`src/rtl/bp_update_ctrl_pkg.sv`:
```
// Shared types for the branch-predictor update sequencer.
//   bp_upd_t    : one resolved-branch update as queued in the update FIFO
//   bpc_state_t : sequencer state (clear cycle / running)
package bp_update_ctrl_pkg;

  localparam int unsigned CNT_W = 16;
  localparam logic [CNT_W-1:0] CNT_MAX = '1;

  typedef struct packed {
    logic        taken;
    logic        ualigc;
    logic        btb;
    logic [11:0] offset;
    logic [31:0] add;
  } bp_upd_t;

  typedef enum logic {
    BPC_CLR = 1'b0,
    BPC_RUN = 1'b1
  } bpc_state_t;

endpackage

```
`src/rtl/bp_update_ctrl_fifo.sv`:
```
// bp_upd_fifo: small FIFO of bp_upd_t entries.
//   clk, reset : clock, synchronous active-high reset
//   clear      : empties the FIFO, overrides push/pop
//   push, din  : write an entry (ignored when full unless popping)
//   pop        : drop the head entry (caller only pops when non-empty)
//   head       : current head entry
//   full/empty : occupancy flags
module bp_upd_fifo
  import bp_update_ctrl_pkg::*;
#(
  parameter int unsigned DEPTH = 4
) (
  input  logic    clk,
  input  logic    reset,
  input  logic    clear,
  input  logic    push,
  input  logic    pop,
  input  bp_upd_t din,
  output bp_upd_t head,
  output logic    full,
  output logic    empty
);

  localparam int unsigned AW = $clog2(DEPTH);

  bp_upd_t       mem [DEPTH];
  logic [AW-1:0] rd_ptr;
  logic [AW-1:0] wr_ptr;
  logic [AW:0]   cnt;
  logic          do_push;
  logic          do_pop;

  assign full    = (cnt == (AW+1)'(DEPTH));
  assign empty   = (cnt == '0);
  assign do_pop  = pop & ~empty;
  // A full FIFO still takes a push when the head leaves the same cycle.
  assign do_push = push & (~full | do_pop);
  assign head    = mem[rd_ptr];

  always_ff @(posedge clk) begin
    if (reset || clear) begin
      rd_ptr <= '0;
      wr_ptr <= '0;
      cnt    <= '0;
    end else begin
      // Pointers are log2(DEPTH) wide, so they wrap mod DEPTH for free.
      if (do_push) wr_ptr <= wr_ptr + 1'b1;
      if (do_pop)  rd_ptr <= rd_ptr + 1'b1;
      if (do_push && !do_pop)      cnt <= cnt + 1'b1;
      else if (do_pop && !do_push) cnt <= cnt - 1'b1;
    end
  end

  always_ff @(posedge clk) begin
    if (do_push && !reset && !clear) mem[wr_ptr] <= din;
  end

endmodule

```
`src/rtl/bp_update_ctrl.sv`:
```
// bp_update_ctrl: sequences resolved-branch updates, single-entry BTB
// invalidations and whole-predictor flushes onto the branch predictor ports.
//   s_clk_i, s_reset_i           : clock, synchronous active-high reset
//   s_upd_*                      : update request channel (valid/ready + fields)
//   s_inv_req_i, s_inv_add_i     : invalidate-one-entry pulse and address
//   s_flush_i                    : clear-whole-predictor pulse
//   s_enable_i                   : 0 discards queued updates instead of issuing
//   s_bp_*                       : predictor update/invalidate/clear outputs
//   s_busy_o                     : work outstanding or clear in progress
//   s_upd_cnt_o                  : saturating count of issued updates
module bp_update_ctrl
  import bp_update_ctrl_pkg::*;
#(
  parameter int unsigned DEPTH = 4
) (
  input  logic             s_clk_i,
  input  logic             s_reset_i,
  input  logic             s_upd_valid_i,
  output logic             s_upd_ready_o,
  input  logic             s_upd_taken_i,
  input  logic             s_upd_ualigc_i,
  input  logic             s_upd_btb_i,
  input  logic [11:0]      s_upd_offset_i,
  input  logic [31:0]      s_upd_add_i,
  input  logic             s_inv_req_i,
  input  logic [31:0]      s_inv_add_i,
  input  logic             s_flush_i,
  input  logic             s_enable_i,
  output logic             s_bp_update_o,
  output logic             s_bp_taken_o,
  output logic             s_bp_ualigc_o,
  output logic             s_bp_btb_o,
  output logic [11:0]      s_bp_offset_o,
  output logic [31:0]      s_bp_add_o,
  output logic             s_bp_invalidate_o,
  output logic             s_bp_resetn_o,
  output logic             s_busy_o,
  output logic [CNT_W-1:0] s_upd_cnt_o
);

  bpc_state_t state, state_nxt;
  logic       run, act, do_inv, pop, do_upd, push, clear;
  logic       full, empty;
  logic       inv_pend;
  logic [31:0] inv_add;
  bp_upd_t    head, din;

  assign din = '{taken: s_upd_taken_i, ualigc: s_upd_ualigc_i, btb: s_upd_btb_i,
                 offset: s_upd_offset_i, add: s_upd_add_i};

  // A flush in RUN suppresses every issue that cycle.
  assign run    = (state == BPC_RUN);
  assign act    = run & ~s_flush_i;
  assign do_inv = act & inv_pend;
  assign pop    = act & ~inv_pend & ~empty;
  assign do_upd = pop & s_enable_i;
  assign clear  = ~run | s_flush_i;

  assign s_upd_ready_o = run & (~full | pop);
  assign push          = s_upd_valid_i & s_upd_ready_o;

  bp_upd_fifo #(.DEPTH(DEPTH)) u_fifo (
    .clk   (s_clk_i),
    .reset (s_reset_i),
    .clear (clear),
    .push  (push),
    .pop   (pop),
    .din   (din),
    .head  (head),
    .full  (full),
    .empty (empty)
  );

  always_ff @(posedge s_clk_i) begin
    if (s_reset_i) state <= BPC_CLR;
    else           state <= state_nxt;
  end

  always_comb begin
    state_nxt = state;
    case (state)
      BPC_CLR: state_nxt = BPC_RUN;
      BPC_RUN: if (s_flush_i) state_nxt = BPC_CLR;
      default: state_nxt = BPC_CLR;
    endcase
  end

  // A new request overrides an issue in the same cycle (last one wins).
  always_ff @(posedge s_clk_i) begin
    if (s_reset_i || clear) begin
      inv_pend <= 1'b0;
      inv_add  <= '0;
    end else if (s_inv_req_i) begin
      inv_pend <= 1'b1;
      inv_add  <= s_inv_add_i;
    end else if (do_inv) begin
      inv_pend <= 1'b0;
    end
  end

  always_ff @(posedge s_clk_i) begin
    if (s_reset_i)                         s_upd_cnt_o <= '0;
    else if (do_upd && s_upd_cnt_o != CNT_MAX) s_upd_cnt_o <= s_upd_cnt_o + 1'b1;
  end

  always_comb begin
    s_bp_update_o     = do_upd;
    s_bp_invalidate_o = do_inv;
    s_bp_taken_o      = 1'b0;
    s_bp_ualigc_o     = 1'b0;
    s_bp_btb_o        = 1'b0;
    s_bp_offset_o     = '0;
    s_bp_add_o        = '0;
    if (do_inv) begin
      s_bp_add_o = inv_add;
    end else if (do_upd) begin
      s_bp_taken_o  = head.taken;
      s_bp_ualigc_o = head.ualigc;
      s_bp_btb_o    = head.btb;
      s_bp_offset_o = head.offset;
      s_bp_add_o    = head.add;
    end
  end

  assign s_bp_resetn_o = run;
  assign s_busy_o      = ~empty | inv_pend | ~run;

endmodule

```
`config.mk`:
```
export PLATFORM = sky130hd
export DESIGN_NAME = bp_update_ctrl
export DESIGN_NICKNAME = d
export VERILOG_FILES = /design/src/rtl/bp_update_ctrl_pkg.sv /design/src/rtl/bp_update_ctrl_fifo.sv /design/src/rtl/bp_update_ctrl.sv
export SDC_FILE = /design/constraint.sdc
export NUM_CORES = 1
export LEC_CHECK = 0
export ABC_AREA = 1
export CAP_MARGIN = 25
export CORE_MARGIN = 8
export CORE_UTILIZATION = 40
export DETAILED_ROUTE_END_ITERATION = 12
export PLACE_DENSITY = 0.7
export SYNTH_ARGS = -nofsm -noshare
export SYNTH_HDL_FRONTEND = slang
export SYNTH_SLANG_ARGS = --single-unit
```
`constraint.sdc`:
```
create_clock -name s_clk_i -period 4.8 [get_ports s_clk_i]
set_clock_uncertainty 0.1 [all_clocks]
set_input_delay 1.2 -clock s_clk_i [delete_from_list [all_inputs] [get_ports s_clk_i]]
set_output_delay 1.2 -clock s_clk_i [all_outputs]
set_load 0.01 [all_outputs]
```
=== Word-level counts from Yosys, hierarchy flattened ===
Memories as Yosys holds them, arrays and structs flattened. A register that Yosys moved wholly into a read port is not among the register bits.
Cells that the tools add are included.

* Register bits: 57
* Bits in writable memories: 188
* Input port bits: 85
* Output and inout bits: 68
* Logic and storage cells: 67
* Memories kept: 1

{| class="wikitable"
|+ Memories
! memory !! words !! width !! rd ports !! clocked after Yosys merged registers in !! wr ports !! RTL line !! source
|-
| u_fifo.mem || 4 || 47 || 1 || 1 || 1 || bp_update_ctrl_fifo.sv:26 || <nowiki>bp_upd_t mem [DEPTH];</nowiki>
|}

* Add/sub/neg operators: 5
* Equal/unequal tests: 2
* Muxes and demuxes: 20
* Bitwise operators: 19
* Reductions and logical operators: 13

{| class="wikitable"
|+ Operators by type and width
! operator !! count
|-
| $mux W32 || 2
|-
| $mux W12 || 2
|-
| $add A16 B1 Y16 const B || 1
|-
| $ne A16 B16 Y1 const B || 1
|-
| $mux W1 || 11
|-
| $and A1 B1 Y1 || 9
|-
| $mux W3 || 2
|-
| $logic_and A1 B1 Y1 || 5
|-
| $not A1 Y1 || 5
|-
| $or A1 B1 Y1 || 5
|-
| $add A2 B1 Y2 const B || 2
|-
| $logic_not A1 Y1 || 4
|-
| $mux W2 || 2
|-
| $reduce_bool A2 Y1 || 2
|-
| $add A3 B1 Y3 const B || 1
|-
| $eq A3 B3 Y1 const B || 1
|-
| $logic_not A3 Y1 || 1
|-
| $sub A3 B1 Y3 const B || 1
|-
| $pmux W1 S2 || 1
|-
| $logic_or A1 B1 Y1 || 1
|}

=== Logic depth before layout (Yosys ltp) ===
* Depth after elaboration: 12
* Gate-level depth with buffers: 12
* Mapped depth without buffers: 12

=== By module ===
Synthesis repeated with hierarchy kept, for this count alone.

* Cell total of the unflattened synthesis: 906
* Area total of the unflattened synthesis: 10535.1 µm²

{| class="wikitable"
|+ Modules (own cells, without submodules)
! module !! instances !! cells an instance !! area each (µm²) !! sequential area each (µm²)
|-
| bp_upd_fifo || 1 || 529 || 7883.8 || 5825.6
|-
| bp_update_ctrl || 1 || 377 || 2651.3 || 1001.0
|}

=== Worst setup path after synthesis ===
OpenSTA, ideal clock, no wires.

* Path kind: in2reg
* From: input port s_flush_i
* To: memory u_fifo.mem[0][0] (netlist bit) (enable)
* Setup time: 452 ps
* Arrival: 3886 ps
* Required time: 4248 ps
* Setup slack: 363 ps
* Stages on the path: 7
* Buffers on the path: 0
* Cell sequence: inv_1 > nand2_2 > nor2_4 > a21o_1 > and2_1 > nand2_1 > nor2_1

* Cells in the longest elaborated chain, start to end: 12
* Elaborated cells between the ends (all ways): 16
* Those cells by class: mux: 2; bitwise: 11; reduce/logical: 3

{| class="wikitable"
|+ Ends and longest elaborated chain
! what !! RTL line !! source
|-
| from (decl) || bp_update_ctrl.sv:27 || <nowiki>input logic s_flush_i,</nowiki>
|-
| $not A1 Y1 || bp_update_ctrl.sv:53 || <nowiki>assign act = run & ~s_flush_i;</nowiki>
|-
| $and A1 B1 Y1 || bp_update_ctrl.sv:53 ||
|-
| $and A1 B1 Y1 (2 in a row) || bp_update_ctrl.sv:55 || <nowiki>assign pop = act & ~inv_pend & ~empty;</nowiki>
|-
| $or A1 B1 Y1 || bp_update_ctrl.sv:59 || <nowiki>assign s_upd_ready_o = run & (~full | pop);</nowiki>
|-
| $and A1 B1 Y1 || bp_update_ctrl.sv:59 ||
|-
| net s_upd_ready_o || bp_update_ctrl.sv:19 || <nowiki>output logic s_upd_ready_o,</nowiki>
|-
| $and A1 B1 Y1 || bp_update_ctrl.sv:60 || <nowiki>assign push = s_upd_valid_i & s_upd_ready_o;</nowiki>
|-
| $and A1 B1 Y1 || bp_update_ctrl_fifo.sv:37 || <nowiki>assign do_push = push & (~full | do_pop);</nowiki>
|-
| $logic_and A1 B1 Y1 (2 in a row) || bp_update_ctrl_fifo.sv:55 || <nowiki>if (do_push && !reset && !clear) mem[wr_ptr] <= din;</nowiki>
|-
| $mux W1 || bp_update_ctrl_fifo.sv:55 ||
|-
| $mux W1 (implied by the code) || bp_update_ctrl_fifo.sv:55 ||
|-
| to (decl) || bp_update_ctrl_fifo.sv:26 ||
|}

The timed path passes the listed nets, and every way through them passes these cells.

=== Worst setup path in the final report ===
* From: input port s_flush_i
* To: output port s_bp_add_o[29]

* Cells in the longest elaborated chain, start to end: 7
* Elaborated cells between the ends (all ways): 8
* Those cells by class: mux: 2; bitwise: 6

{| class="wikitable"
|+ Ends and longest elaborated chain
! what !! RTL line !! source
|-
| $not A1 Y1 (*) || bp_update_ctrl.sv:53 ||
|-
| $and A1 B1 Y1 (*) || bp_update_ctrl.sv:53 ||
|-
| $and A1 B1 Y1 (2 in a row) || bp_update_ctrl.sv:55 ||
|-
| $and A1 B1 Y1 || bp_update_ctrl.sv:56 || <nowiki>assign do_upd = pop & s_enable_i;</nowiki>
|-
| $mux W32 || bp_update_ctrl.sv:116 || <nowiki>end else if (do_upd) begin</nowiki>
|-
| $mux W32 (*) || bp_update_ctrl.sv:114 || <nowiki>if (do_inv) begin</nowiki>
|-
| to (decl) || bp_update_ctrl.sv:34 || <nowiki>output logic [31:0] s_bp_add_o,</nowiki>
|}

Mark *: on every way between the ends. The rest lies on a longest branch, timed or not.

==> results by group <==
Run status
  • Status: finished, final reports clean

Timing
  • Setup_tns: 0 ps
  • RSZ-0062 raised after global routing: false
  • Period utilisation layout: 91.6%
  • Worst slew pin tran: 740 ps
  • Final Hold Vio Count: 0
  • Max Slew Vio Count: 0
  • Slew HR: 50.6%
  • Final WS setup: 402 ps
  • Final min period: 4400 ps
  • Setup Viol. Count Final: 0
  • Maximum clock frequency: 0.227 GHz

Setup path
  • R2R Setup Slk: 2330 ps
  • Crit path top cell by count: clkdlybuf4s50_1
  • CP Capture Type: output pin
  • Worst R2R End: u_fifo.mem[3][38]
  • Reg2Reg Launch Point: s_bp_resetn_o
  • Slowest stage delay, CP: 580 ps
  • Data arrival, critical path: 3100 ps
  • Crit path max-delay cell type: clkdlybuf4s50_1
  • Crit path required time: 3500 ps
  • Worst setup SP type: input port
  • Reg2Reg Depth: 7
  • Crit Path Class: in2out
  • Critical path, cell by cell: clkdlybuf4s50_1, inv_1, nand2_2, nor2_4, nand3_2, buf_4, o21ai_1, clkdlybuf4s50_1
  • Maximum fanout along the worst path: 19

Global route
  • Gr ovfl total: 0
  • Largest net degree at the start of global routing: 63
  • Total global routing track utilization: 15.8%
  • Via count of the first global-routing pass: 7291
  • Initial antenna violation count: 5
  • First-pass GRT wire length: 38700 um

Power
  • Static leakage: 4.27 nW
  • Peak supply drop: 0.232 mV
  • Pwr/cell area: 351 mW/mm^2
  • Power, Total: 4.49 mW

Synthesis
  • Netlist cell types: 29
  • Mapped Cells: 919
  • Yosys top cell by area: edfxtp_1
  • Mean area per synthesized cell: 10.9 sq um
  • Yosys warnings: 0
  • Largest cells by area after synthesis: edfxtp_1 (57%), dfxtp_1 (12%), nand2_1 (6.0%)
  • FF+latch count, synth: 247
  • Synth top area share: 56.6%
  • Synthesized net count: 1011
  • Synthesized cell area: 0.00997 sq mm
  • Sequential area share after synthesis: 68.5%

Route
  • Final ANT Viol Nets: 0
  • DRT Wirelength: 24600 um
  • Via Count: 7179
  • DRC: 0
  • Average vias per placed instance: 5.08
  • WL/cell: 17.4 um
  • Initial detailed-routing violation count: 516
  • DR pass1 iterations: 5

CTS
  • Maximum clock path buffer count: 3
  • Sink Count: 247
  • Max H-tree Level: 1
  • CTS tree: yes
  • Postcts setup bufs: 0
  • Root buffer cell: clkbuf_16
  • Hold-fix buffers, CTS: 0
  • Cts bufs inserted: 26
  • Clk_lat worst skew: 520 ps
  • CTS-repair resized insts: 0
  • Worst-path clk slew: 60 ps

Worst hold path
  • Hold WC Path Type: reg2reg
  • Worst Hold Depth: 2
  • HP Start: u_fifo.rd_ptr[1]

Die
  • Die Footprint: 0.0302 sq mm
  • Cell Rows: 57
  • Num ports: 153
  • Die H: 174 um
  • Die X: 174 um
  • CORE AREA: 0.0244 sq mm
  • Initial Util: 40.9%

Place
  • I/O Buffers: 152
  • Place WS: 415 ps
  • Hpwl dp: 15700 um
  • Routability cong.: 0.780

Run
  • Max_cap viols: 0

Finish
  • Layout cell share with drive strength beyond 1: 6.80%
  • Area grow syn2layout: 28.1%
  • Nets: 1160
## report_power, final
part	leakage (nW)	switching (mW)	internal, mW	total [mW]
Combinational	1.67	0.0758	0.0851	0.161
Clock	0.426	0.776	1.24	2.01
Sequential	2.17	0.00592	2.31	2.31
## worst max-delay path, delay by kind of cell
family,cells,cell delay [ps]
AO/OA/AOI/OAI,1,240
buffers and inverters,4,1360
AND/OR/NAND/NOR,3,290
## cell type report
type	instances	area, sq um
antenna	1	2.50
clock buffer	36	741
clock inverter	12	138
fill	2117	11600
inverter	31	116
multi-input combinational	590	2850
sequential	247	6830
tap	324	405
timing repair buffer	172	1700
## Yosys cell counts
library cell  count
xor2_1            4
nor2_4            1
o22a_1           32
and2_1            1
nand3b_1          1
inv_1            27
a21o_1            2
nand2_2           1
nand3_2           1
buf_4             1
buf_2             9
nand3_1          13
dfxtp_1          59
nor2_1          156
nand4_1           7
o21ai_0         102
nor2_2            2
clkbuf_1         39
clkinv_1          2
nand2_1         160
fa_1              1
nor2_8            1
buf_6             2
o21ai_1          31
ha_1              6
inv_2             2
edfxtp_1        188
a21oi_1          66
xnor2_1           2
## layer usage
metal / up-vias / wire length (um) / global-route usage [%]
met2: 208 / 11900 / 27.2
met4: 8 / 538 / 4.03
met5: - / 51 / 0
li1: 3497 / - / -
met1: 3424 / 10200 / 19.2
met3: 42 / 1900 / 4.57
## kinds of logic after synthesis
kind of cell	after synthesis	share of synthesized area (%)
and+or+nand+nor	344	13.7
DFF	247	68.5
AOI/OAI and AO/OA	233	12.9
buffers and inverters	82	3.39
adders and majority gates	7	0.954
xor gates and xnor gates	6	0.527
## stage by stage
step | hold WS (ps) | std cells | instance area (sq um) | util, %
floorplan | 336 | 919 | 9970 | -
global placement | 344 | 1364 | 11900 | 48.8
detailed placement | 353 | 1364 | 11900 | 48.8
CTS | 362 | 1412 | 12800 | 52.4
global route | 377 | 1413 | 12800 | 52.4
finish | 357 | 1413 | 12800 | 52.4
## cell usage in the layout, fill, tap and decap left out, types with 13 or more instances in the layout
master           netlist  layout
buf_4                  1      18
edfxtp_1             188     188
dfxtp_1               59      57
nor2_1               156     151
clkbuf_16              0      28
o21ai_1               31      31
o22a_1                32      32
nand2_1              160     160
clkdlybuf4s50_1        0     152
a21oi_1               66      66
o21ai_0              102     102
nand3_1               13      13
inv_1                 27      26
## state kept, by name, indices dropped and copies added, names as in the netlist, named ones only
register	flops
s_bp_resetn_o	1
u_fifo.mem	188
u_fifo.cnt	3
u_fifo.rd_ptr	2
u_fifo.wr_ptr	2
inv_add	32
inv_pend	1
s_upd_cnt_o	16
## worst max path at each step
| stage | endpoint | slack (ps) | startpoint | cells past startpoint |
|---|---|---|---|---|
| after detailed placement | s_bp_add_o[29] | 420 | s_flush_i | 8 |
| after global placement | s_bp_add_o[29] | 420 | s_flush_i | 8 |
| after global routing | s_bp_add_o[29] | 310 | s_flush_i | 8 |
| after CTS | s_bp_add_o[29] | 410 | s_flush_i | 8 |
| after floorplan | u_fifo.mem[0][0] | 360 | s_flush_i | 7 |
| final | s_bp_add_o[29] | 400 | s_flush_i | 8 |
Note: power is estimated with default switching activity, not from simulation.
